<file path="src/rtl/ex_mem_skid_reg_if.sv">
// EX->MEM beat bundle: valid/ready handshake plus the ALU result and MEM/WB control payload.
// The producer side uses the master modport and the consumer side uses the slave modport.
// Carries no logic; the parameters must match those of the skid register that uses it.
interface ex_mem_skid_reg_if #(
  parameter int XLEN   = 32,
  parameter int REG_AW = 5
);
  logic              valid;
  logic              ready;
  logic [XLEN-1:0]   alu_result;
  logic              alu_zero;
  logic [XLEN-1:0]   write_data;
  logic [XLEN-1:0]   pc_target;
  logic [REG_AW-1:0] rd_addr;
  logic              reg_write;
  logic              mem_read;
  logic              mem_write;
  logic              branch;
  logic [2:0]        funct3;

  // Producer: drives the beat and observes ready.
  modport master (
    output valid, alu_result, alu_zero, write_data, pc_target,
           rd_addr, reg_write, mem_read, mem_write, branch, funct3,
    input  ready
  );

  // Consumer: observes the beat and drives ready.
  modport slave (
    input  valid, alu_result, alu_zero, write_data, pc_target,
           rd_addr, reg_write, mem_read, mem_write, branch, funct3,
    output ready
  );
endinterface

</file>
<file path="src/rtl/ex_mem_skid_reg.sv">
// EX->MEM pipeline register: a two-entry skid buffer that also resolves the branch decision.
// Latency is 1 cycle from accept to out_valid, and throughput is one beat per cycle.
// in_ready is registered (= !skid_valid), so a MEM stall never reaches EX combinationally.
// Optional macro PERF_CNT_EN builds a saturating stall counter; without it, stall_cycles_o is 0.
module ex_mem_skid_reg #(
  parameter int XLEN   = 32,
  parameter int REG_AW = 5,
  parameter int CNT_W  = 32
) (
  input  logic               clk_i,
  input  logic               rst_ni,
  input  logic               flush_i,
  ex_mem_skid_reg_if.slave   in_if,
  ex_mem_skid_reg_if.master  out_if,
  output logic               out_br_taken_o,
  output logic [CNT_W-1:0]   stall_cycles_o
);

  typedef struct packed {
    logic [XLEN-1:0]   alu_result;
    logic              alu_zero;
    logic [XLEN-1:0]   write_data;
    logic [XLEN-1:0]   pc_target;
    logic [REG_AW-1:0] rd_addr;
    logic              reg_write;
    logic              mem_read;
    logic              mem_write;
    logic              branch;
    logic [2:0]        funct3;
    logic              br_taken;
  } beat_t;

  beat_t main_q, main_d;
  beat_t skid_q, skid_d;
  logic  main_vld_q, main_vld_d;
  logic  skid_vld_q, skid_vld_d;
  beat_t in_beat;
  logic  br_taken;
  logic  accept;
  logic  pop;

  // Branch condition from ALU flags; LT/LTU variants rely on the ALU running SLT/SLTU.
  always_comb begin
    br_taken = 1'b0;
    if (in_if.branch) begin
      case (in_if.funct3)
        3'b000:          br_taken = in_if.alu_zero;
        3'b001:          br_taken = ~in_if.alu_zero;
        3'b100, 3'b110:  br_taken = in_if.alu_result[0];
        3'b101, 3'b111:  br_taken = ~in_if.alu_result[0];
        default:         br_taken = 1'b0;
      endcase
    end
  end

  // Pack the incoming fields and the resolved decision into one beat.
  always_comb begin
    in_beat            = '0;
    in_beat.alu_result = in_if.alu_result;
    in_beat.alu_zero   = in_if.alu_zero;
    in_beat.write_data = in_if.write_data;
    in_beat.pc_target  = in_if.pc_target;
    in_beat.rd_addr    = in_if.rd_addr;
    in_beat.reg_write  = in_if.reg_write;
    in_beat.mem_read   = in_if.mem_read;
    in_beat.mem_write  = in_if.mem_write;
    in_beat.branch     = in_if.branch;
    in_beat.funct3     = in_if.funct3;
    in_beat.br_taken   = br_taken;
  end

  // in_ready is !skid_vld_q, so accept never depends on out_ready.
  assign accept = in_if.valid & ~skid_vld_q;
  assign pop    = main_vld_q & out_if.ready;

  // Next-state logic: the main slot feeds the output and the skid slot absorbs one stalled beat.
  always_comb begin
    main_d     = main_q;
    skid_d     = skid_q;
    main_vld_d = main_vld_q;
    skid_vld_d = skid_vld_q;
    if (flush_i) begin
      // Both held beats and any incoming beat are dropped; the payload may keep stale values.
      main_vld_d = 1'b0;
      skid_vld_d = 1'b0;
    end else begin
      case ({main_vld_q, skid_vld_q})
        2'b00: begin
          if (accept) begin
            main_d     = in_beat;
            main_vld_d = 1'b1;
          end
        end
        2'b10: begin
          if (accept && pop) begin
            main_d = in_beat;
          end else if (accept) begin
            // The output is stalled, so park the new beat behind it.
            skid_d     = in_beat;
            skid_vld_d = 1'b1;
          end else if (pop) begin
            main_vld_d = 1'b0;
          end
        end
        2'b11: begin
          if (pop) begin
            main_d     = skid_q;
            skid_vld_d = 1'b0;
          end
        end
        default: begin
          // The skid slot is never occupied on its own; recover to empty.
          main_vld_d = 1'b0;
          skid_vld_d = 1'b0;
        end
      endcase
    end
  end

  // State and payload registers; synchronous reset clears everything, including the payload.
  always_ff @(posedge clk_i) begin
    if (!rst_ni) begin
      main_q     <= '0;
      skid_q     <= '0;
      main_vld_q <= 1'b0;
      skid_vld_q <= 1'b0;
    end else begin
      main_q     <= main_d;
      skid_q     <= skid_d;
      main_vld_q <= main_vld_d;
      skid_vld_q <= skid_vld_d;
    end
  end

  assign in_if.ready        = ~skid_vld_q;
  assign out_if.valid       = main_vld_q;
  assign out_if.alu_result  = main_q.alu_result;
  assign out_if.alu_zero    = main_q.alu_zero;
  assign out_if.write_data  = main_q.write_data;
  assign out_if.pc_target   = main_q.pc_target;
  assign out_if.rd_addr     = main_q.rd_addr;
  assign out_if.reg_write   = main_q.reg_write;
  assign out_if.mem_read    = main_q.mem_read;
  assign out_if.mem_write   = main_q.mem_write;
  assign out_if.branch      = main_q.branch;
  assign out_if.funct3      = main_q.funct3;
  assign out_br_taken_o     = main_q.br_taken;

`ifdef PERF_CNT_EN
  logic [CNT_W-1:0] stall_q, stall_d;

  // Count cycles where MEM holds off a valid beat; the counter saturates and ignores flush.
  always_comb begin
    stall_d = stall_q;
    if (main_vld_q && !out_if.ready && (stall_q != {CNT_W{1'b1}})) begin
      stall_d = stall_q + {{(CNT_W-1){1'b0}}, 1'b1};
    end
  end

  // The stall counter is cleared only by reset.
  always_ff @(posedge clk_i) begin
    if (!rst_ni) begin
      stall_q <= '0;
    end else begin
      stall_q <= stall_d;
    end
  end

  assign stall_cycles_o = stall_q;
`else
  assign stall_cycles_o = '0;
`endif

endmodule

</file>
<file path="src/flat_wrapper.sv">
// flat-port wrapper written by rule: the top's interface ports become plain ports
module ex_mem_skid_reg_flat 
#(
  parameter int XLEN   = 32,
  parameter int REG_AW = 5,
  parameter int CNT_W  = 32
)
  (clk_i, rst_ni, flush_i, out_br_taken_o, stall_cycles_o, in_if_valid, in_if_alu_result, in_if_alu_zero, in_if_write_data, in_if_pc_target, in_if_rd_addr, in_if_reg_write, in_if_mem_read, in_if_mem_write, in_if_branch, in_if_funct3, in_if_ready, out_if_valid, out_if_alu_result, out_if_alu_zero, out_if_write_data, out_if_pc_target, out_if_rd_addr, out_if_reg_write, out_if_mem_read, out_if_mem_write, out_if_branch, out_if_funct3, out_if_ready);
  ex_mem_skid_reg_if #(.XLEN(XLEN), .REG_AW(REG_AW)) in_if_i ();
  ex_mem_skid_reg_if #(.XLEN(XLEN), .REG_AW(REG_AW)) out_if_i ();
  input  logic clk_i;
  input  logic rst_ni;
  input  logic flush_i;
  output logic out_br_taken_o;
  output logic [CNT_W-1:0] stall_cycles_o;
  input wire logic [$bits(in_if_i.valid)-1:0] in_if_valid;
  input wire logic [$bits(in_if_i.alu_result)-1:0] in_if_alu_result;
  input wire logic [$bits(in_if_i.alu_zero)-1:0] in_if_alu_zero;
  input wire logic [$bits(in_if_i.write_data)-1:0] in_if_write_data;
  input wire logic [$bits(in_if_i.pc_target)-1:0] in_if_pc_target;
  input wire logic [$bits(in_if_i.rd_addr)-1:0] in_if_rd_addr;
  input wire logic [$bits(in_if_i.reg_write)-1:0] in_if_reg_write;
  input wire logic [$bits(in_if_i.mem_read)-1:0] in_if_mem_read;
  input wire logic [$bits(in_if_i.mem_write)-1:0] in_if_mem_write;
  input wire logic [$bits(in_if_i.branch)-1:0] in_if_branch;
  input wire logic [$bits(in_if_i.funct3)-1:0] in_if_funct3;
  output wire logic [$bits(in_if_i.ready)-1:0] in_if_ready;
  output wire logic [$bits(out_if_i.valid)-1:0] out_if_valid;
  output wire logic [$bits(out_if_i.alu_result)-1:0] out_if_alu_result;
  output wire logic [$bits(out_if_i.alu_zero)-1:0] out_if_alu_zero;
  output wire logic [$bits(out_if_i.write_data)-1:0] out_if_write_data;
  output wire logic [$bits(out_if_i.pc_target)-1:0] out_if_pc_target;
  output wire logic [$bits(out_if_i.rd_addr)-1:0] out_if_rd_addr;
  output wire logic [$bits(out_if_i.reg_write)-1:0] out_if_reg_write;
  output wire logic [$bits(out_if_i.mem_read)-1:0] out_if_mem_read;
  output wire logic [$bits(out_if_i.mem_write)-1:0] out_if_mem_write;
  output wire logic [$bits(out_if_i.branch)-1:0] out_if_branch;
  output wire logic [$bits(out_if_i.funct3)-1:0] out_if_funct3;
  input wire logic [$bits(out_if_i.ready)-1:0] out_if_ready;
  assign in_if_i.valid = in_if_valid;
  assign in_if_i.alu_result = in_if_alu_result;
  assign in_if_i.alu_zero = in_if_alu_zero;
  assign in_if_i.write_data = in_if_write_data;
  assign in_if_i.pc_target = in_if_pc_target;
  assign in_if_i.rd_addr = in_if_rd_addr;
  assign in_if_i.reg_write = in_if_reg_write;
  assign in_if_i.mem_read = in_if_mem_read;
  assign in_if_i.mem_write = in_if_mem_write;
  assign in_if_i.branch = in_if_branch;
  assign in_if_i.funct3 = in_if_funct3;
  assign in_if_ready = in_if_i.ready;
  assign out_if_valid = out_if_i.valid;
  assign out_if_alu_result = out_if_i.alu_result;
  assign out_if_alu_zero = out_if_i.alu_zero;
  assign out_if_write_data = out_if_i.write_data;
  assign out_if_pc_target = out_if_i.pc_target;
  assign out_if_rd_addr = out_if_i.rd_addr;
  assign out_if_reg_write = out_if_i.reg_write;
  assign out_if_mem_read = out_if_i.mem_read;
  assign out_if_mem_write = out_if_i.mem_write;
  assign out_if_branch = out_if_i.branch;
  assign out_if_funct3 = out_if_i.funct3;
  assign out_if_i.ready = out_if_ready;
  ex_mem_skid_reg #(.XLEN(XLEN), .REG_AW(REG_AW), .CNT_W(CNT_W)) u_core (.clk_i(clk_i), .rst_ni(rst_ni), .flush_i(flush_i), .in_if(in_if_i), .out_if(out_if_i), .out_br_taken_o(out_br_taken_o), .stall_cycles_o(stall_cycles_o));
endmodule
</file>
<file path="config.mk">
export PLATFORM = sky130hd
export DESIGN_NAME = ex_mem_skid_reg_flat
export DESIGN_NICKNAME = d
export VERILOG_FILES = /design/src/rtl/ex_mem_skid_reg_if.sv /design/src/rtl/ex_mem_skid_reg.sv /design/src/flat_wrapper.sv
export SDC_FILE = /design/constraint.sdc
export NUM_CORES = 1
export LEC_CHECK = 0
export CORE_ASPECT_RATIO = 0.5
export CORE_MARGIN = 1
export CORE_UTILIZATION = 42
export CTS_CLUSTER_DIAMETER = 80
export CTS_CLUSTER_SIZE = 40
export DETAILED_ROUTE_END_ITERATION = 10
export PLACE_DENSITY = 0.76
export SYNTH_ARGS = -nofsm -noshare
export SYNTH_HDL_FRONTEND = slang
export SYNTH_SLANG_ARGS = --single-unit
</file>
<file path="constraint.sdc">
create_clock -name clk_i -period 1.52 [get_ports clk_i]
set_input_delay 0.152 -clock clk_i [delete_from_list [all_inputs] [get_ports clk_i]]
set_output_delay 0.152 -clock clk_i [all_outputs]
set_load 0.005 [all_outputs]
</file>
-- After elaboration in Yosys (flattened, before gate mapping)
Cells that the tools add are included.
- eq/ne operators: 14
- multiplexer cells: 13
- bitwise logic cells: 10
- reductions and logical operators: 11
- operator list (kind ; number):
    2-to-1 mux 110 bit ; 3
    one-hot mux 110 bit (3 select lines) ; 1
    == test 3 bit (second input constant) ; 4
    inequality test 2 x 1 -> 1 bit (second input constant) ; 5
    AND reduction 5 bit ; 2
    inverter 1 bit ; 8
    AND reduction 4 bit ; 2
    2-to-1 mux 1 bit ; 6
    one-hot mux 1 bit (3 select lines) ; 2
    OR reduction 2 bit ; 3
    == test 2 bit (second input constant) ; 2
    inequality test 2 bit (second input constant) ; 2
    one-hot mux 1 bit (4 select lines) ; 1
    == test 3 x 1 -> 1 bit (second input constant) ; 1
    zero test 3 bit ; 1
    nonzero test 3 bit ; 1
    AND 1 bit ; 2
    zero test 2 bit ; 1
    logical AND 1 bit ; 1
- register bits after elaboration: 222
- input bits: 114
- word-level logic and storage cells: 72

-- Depth between registers and ports, before layout
- word-level depth: 6
- depth in mapped cells: 7
- depth with buffers taken out: 4

-- Worst setup path before layout
No wires, ideal clock.
- path type: reg-to-reg
- start: reg u_core.skid_vld_q
- end: reg u_core.main_q, in the netlist u_core.out_if.pc_target[17]
- library setup time: 0.116 ns
- data arrival time: 1.426 ns
- required time: 1.404 ns
- setup slack: -0.022 ns
- cell stages (with the launch flop): 8
- buffers on the path: 3
- clock period less this slack: 1.542 ns
- cell sequence: dfxtp_1 clkbuf_1 nor2_1 a2111oi_2 buf_2 buf_2 nand3_1 o211a_1
- cells in the longest elaborated chain, start to end: 5
- elaborated cells on any way between the ends: 12
- those cells by class: eq/ne: 5; mux: 1; bitwise: 2; reduce/logical: 4
- ends and longest elaborated chain (item ; line ; source):
    start: declaration ; ex_mem_skid_reg.sv:36 ; logic skid_vld_q, skid_vld_d;
    start signal: assignment ; ex_mem_skid_reg.sv:131 ; skid_vld_q <= skid_vld_d;
    inverter 1 bit ; ex_mem_skid_reg.sv:73 ; assign accept = in_if.valid & ~skid_vld_q;
    AND 1 bit ; ex_mem_skid_reg.sv:73 ;
    logical AND 1 bit ; ex_mem_skid_reg.sv:95 ; if (accept && pop) begin
    inequality test 2 x 1 -> 1 bit (no line) ; - ;
    AND reduction 5 bit (no line) ; - ;
    end signal: assignment ; ex_mem_skid_reg.sv:128 ; main_q <= main_d;
    end: declaration ; ex_mem_skid_reg.sv:33 ; beat_t main_q, main_d;
Parallel ways exist; a longest one is shown, timed or not.
A chain may end at the register's enable or synchronous reset.

-- Worst setup path in the final report
- start: reg u_core.skid_vld_q
- end: reg u_core.main_q, in the netlist u_core.out_if.write_data[3]
Same word-level chain as after synthesis.

==> flow_summary.ini <==
[placement]
dp_slack_ps = -340
portBuffers = 225
place_congestion = 0.795
dp_hpwl_microns = 17100

[die]
core_sq_um = 22000
die_h_microns = 109
rows = 38
start_util_pct = 43.4
die_area_sq_um = 23400
ioPinCount = 258
die_x_microns = 215

[sta]
rsz0062_at_grt = true
finClkSkew_ps = 12.5
setup_violations = 251
finalMaxSlewViolations = 0
period_minus_slack_ps = 1720
min_period_over_period_pct = 113
setup_ws_ps = -200
setup_tns_ps = -29580
timing.fmax_mhz = 581
hold_viol = 0

[clock_tree]
h-tree-depth = 1
numCtsBuffers = 9
insertion_delay_ps = 480
cts_tree = yes
cts-root-buf = clkbuf_16
clk_pin_slew_ps = 140
clock_sinks = 222
clockBufferDepth = 3

[worst_hold_path]
holdCritPathClass = primary input to register

[drt]
routed-via-count = 9094
postRouteWirelength_microns = 29200
drc = 0
drt_pre_antenna_iters = 6
initialDrtViolationCount = 775
vias_per_cell = 5.48
routedWlPerCell_microns = 17.6
postRouteAntennaNets = 0

[setup_path]
start_kind = register
worstPathMaxFanout = 7
cp-end-kind = register
cp.arrival_ps = 2100
worstSetupPathType = register to register
worstPathRequired_ps = 1900

[global_routing]
track_usage_pct = 21.6
grt_pass1_wl_microns = 41800
grt_max_degree = 72
overflow = 0
antenna_found_initial = 0
grt_pass1_vias = 8363

[synth]
syn_inst = 1154
synthDistinctLibCells = 24
synth-simple-area-share_pct = 25.0
synth-compound-area-share_pct = 20.7
muxShareOfSynthArea_pct = 0
synth_area_sq_um = 9540
synthAdderAreaFrac_pct = 0
synth_top_family_by_area = simple AND/OR/NAND/NOR gates
synthXorXnorAreaFrac_pct = 0.184
yosysWarnings = 0
ys_ff_latch = 222
synth-seq-area-share_pct = 46.6
synth.avg_cell_area_sq_um = 8.27

[power_and_ir_drop]
peakVddDrop_mv = 0.720
power_density_nw_per_um2 = 821
power_leakage_nw = 5.94

[finish]
utilization_pct = 60.4
antennaDiodeCount = 0
drive_gt1_share_pct = 9.87
fill_cells = 1878
nNetsFinal = 1471
area_growth_pct = 39.1

[run_status]
outcome = finished, violations left
violations = negative setup slack

[run]
cap_violations = 0
state kept, by name, indices dropped and copies added (netlist names), 3 cells and up:
name / flops
u_core.out_if.alu_result: 32
u_core.out_if.funct3: 3
u_core.out_if.pc_target: 32
u_core.out_if.rd_addr: 5
u_core.out_if.write_data: 32
u_core.skid_q: 110
cell families (layout without fill, tap and decap cells):
family / Yosys count / count (layout)
AO/OA/AOI/OAI: 226 / 226
XOR/XNOR: 2 / 2
buffers and inverters: 145 / 317
flip-flops: 222 / 222
other: 1 / 32
AND/OR/NAND/NOR: 558 / 559
power breakdown:
group	internal (mW)	total, mW	switching, mW	leakage, nW
sequential	6.05	6.19	0.140	1.81
combinational	1.06	1.78	0.719	4.01
clock	1.12	2.94	1.82	0.125
area by class of cell:
| cell class | instances | area (sq um) | area share [%] |
|---|---|---|---|
| Sequential cell | 222 | 4450 | 33.5 |
| Clock buffer | 9 | 225 | 1.70 |
| Inverter | 4 | 15.0 | 0.113 |
| Tap cell | 300 | 375 | 2.83 |
| Multi-Input combinational cell | 819 | 4740 | 35.7 |
| Clock inverter | 3 | 25.0 | 0.189 |
| Timing Repair Buffer | 301 | 3440 | 26.0 |
placed cells by master, fill, tap and decap left out, drive strengths merged:
master and n:
a2111oi 1, a21boi 110, a21oi 1, a22o 1, a31oi 1, buf 64
bufbuf 1, clkbuf 20, clkdlybuf4s15 1, clkdlybuf4s50 222, clkinv 2, conb 32
dfxtp 222, dlygate4sd2 1, dlygate4sd3 1, inv 5, nand2 330, nand2b 2
nand3 220, nor2 2, nor2b 1, nor3 2, o211a 109, o21ai 2
o32ai 1, or3 2, xor2 2
repair_timing:
item,CTS,global route
endpoints found under the hold margin,6,0
endpoints found under the setup margin,185,328
cloned,2,17
gates resized for setup,32,44
buffers inserted,6,4
hold buffers,1,0
routing by layer:
| layer | global-route usage, % | vias up | routed length (microns) |
|---|---|---|---|
| met5 | 0 | - | 0 |
| met3 | 2.78 | 51 | 1390 |
| met1 | 27.3 | 4442 | 12700 |
| li1 | - | 4292 | - |
| met4 | 6.69 | 0 | 707 |
| met2 | 38.5 | 309 | 14400 |
critical path: stages (launching register included):
cell and delay [ps]:
dfxtp_4 370, buf_6 120, a2111oi_4 340, buf_6 170, buf_12 100, clkbuf_16 160, clkbuf_16 160, nand3_2 70
o211a_1 130
final timing paths:
kind,depth (start not counted),to,slack [ps],startpoint
worst min register to register,2,u_core.skid_q[65],460,u_core.skid_q[65]
worst max register to register,8,u_core.out_if.write_data[3],-200,u_core.skid_vld_q
worst min-delay path,3,u_core.skid_q[45],230,in_if_write_data[0]
worst max-delay path,8,u_core.out_if.write_data[3],-200,u_core.skid_vld_q
cell usage after synthesis:
cell,n,area [sq um]
a2111oi_2,1,15.0
a21boi_0,9,67.6
a21boi_1,101,758
a21oi_1,1,5.00
a22o_1,1,8.76
a31oi_1,1,6.26
buf_1,3,11.3
buf_2,46,230
buf_4,32,240
clkbuf_1,60,225
conb_1,1,3.75
dfxtp_1,222,4440
inv_1,4,15.0
nand2_1,330,1240
nand2b_1,2,12.5
nand3_1,220,1100
nor2_1,2,7.51
nor2b_1,1,6.26
nor3_1,2,10.0
o211a_1,109,1090
o21ai_0,2,10.0
o32ai_1,1,8.76
or3_1,1,6.26
xor2_1,2,17.5
stage by stage:
| step | hold slack, ps | power (mW) | instance area, sq um | std cells |
|---|---|---|---|---|
| 3_5_place_dp | 445 | 7.88 | 12200 | 1616 |
| 2_1_floorplan | 287 | 6.95 | 9660 | 1185 |
| 4_1_cts | 224 | 10.8 | 12700 | 1637 |
| 5_1_grt | 228 | 11.3 | 13300 | 1658 |
| 6_report | 225 | 10.9 | 13300 | 1658 |
| 3_3_place_gp | 440 | 7.85 | 12200 | 1616 |
Power figures use the tool's default switching activity.
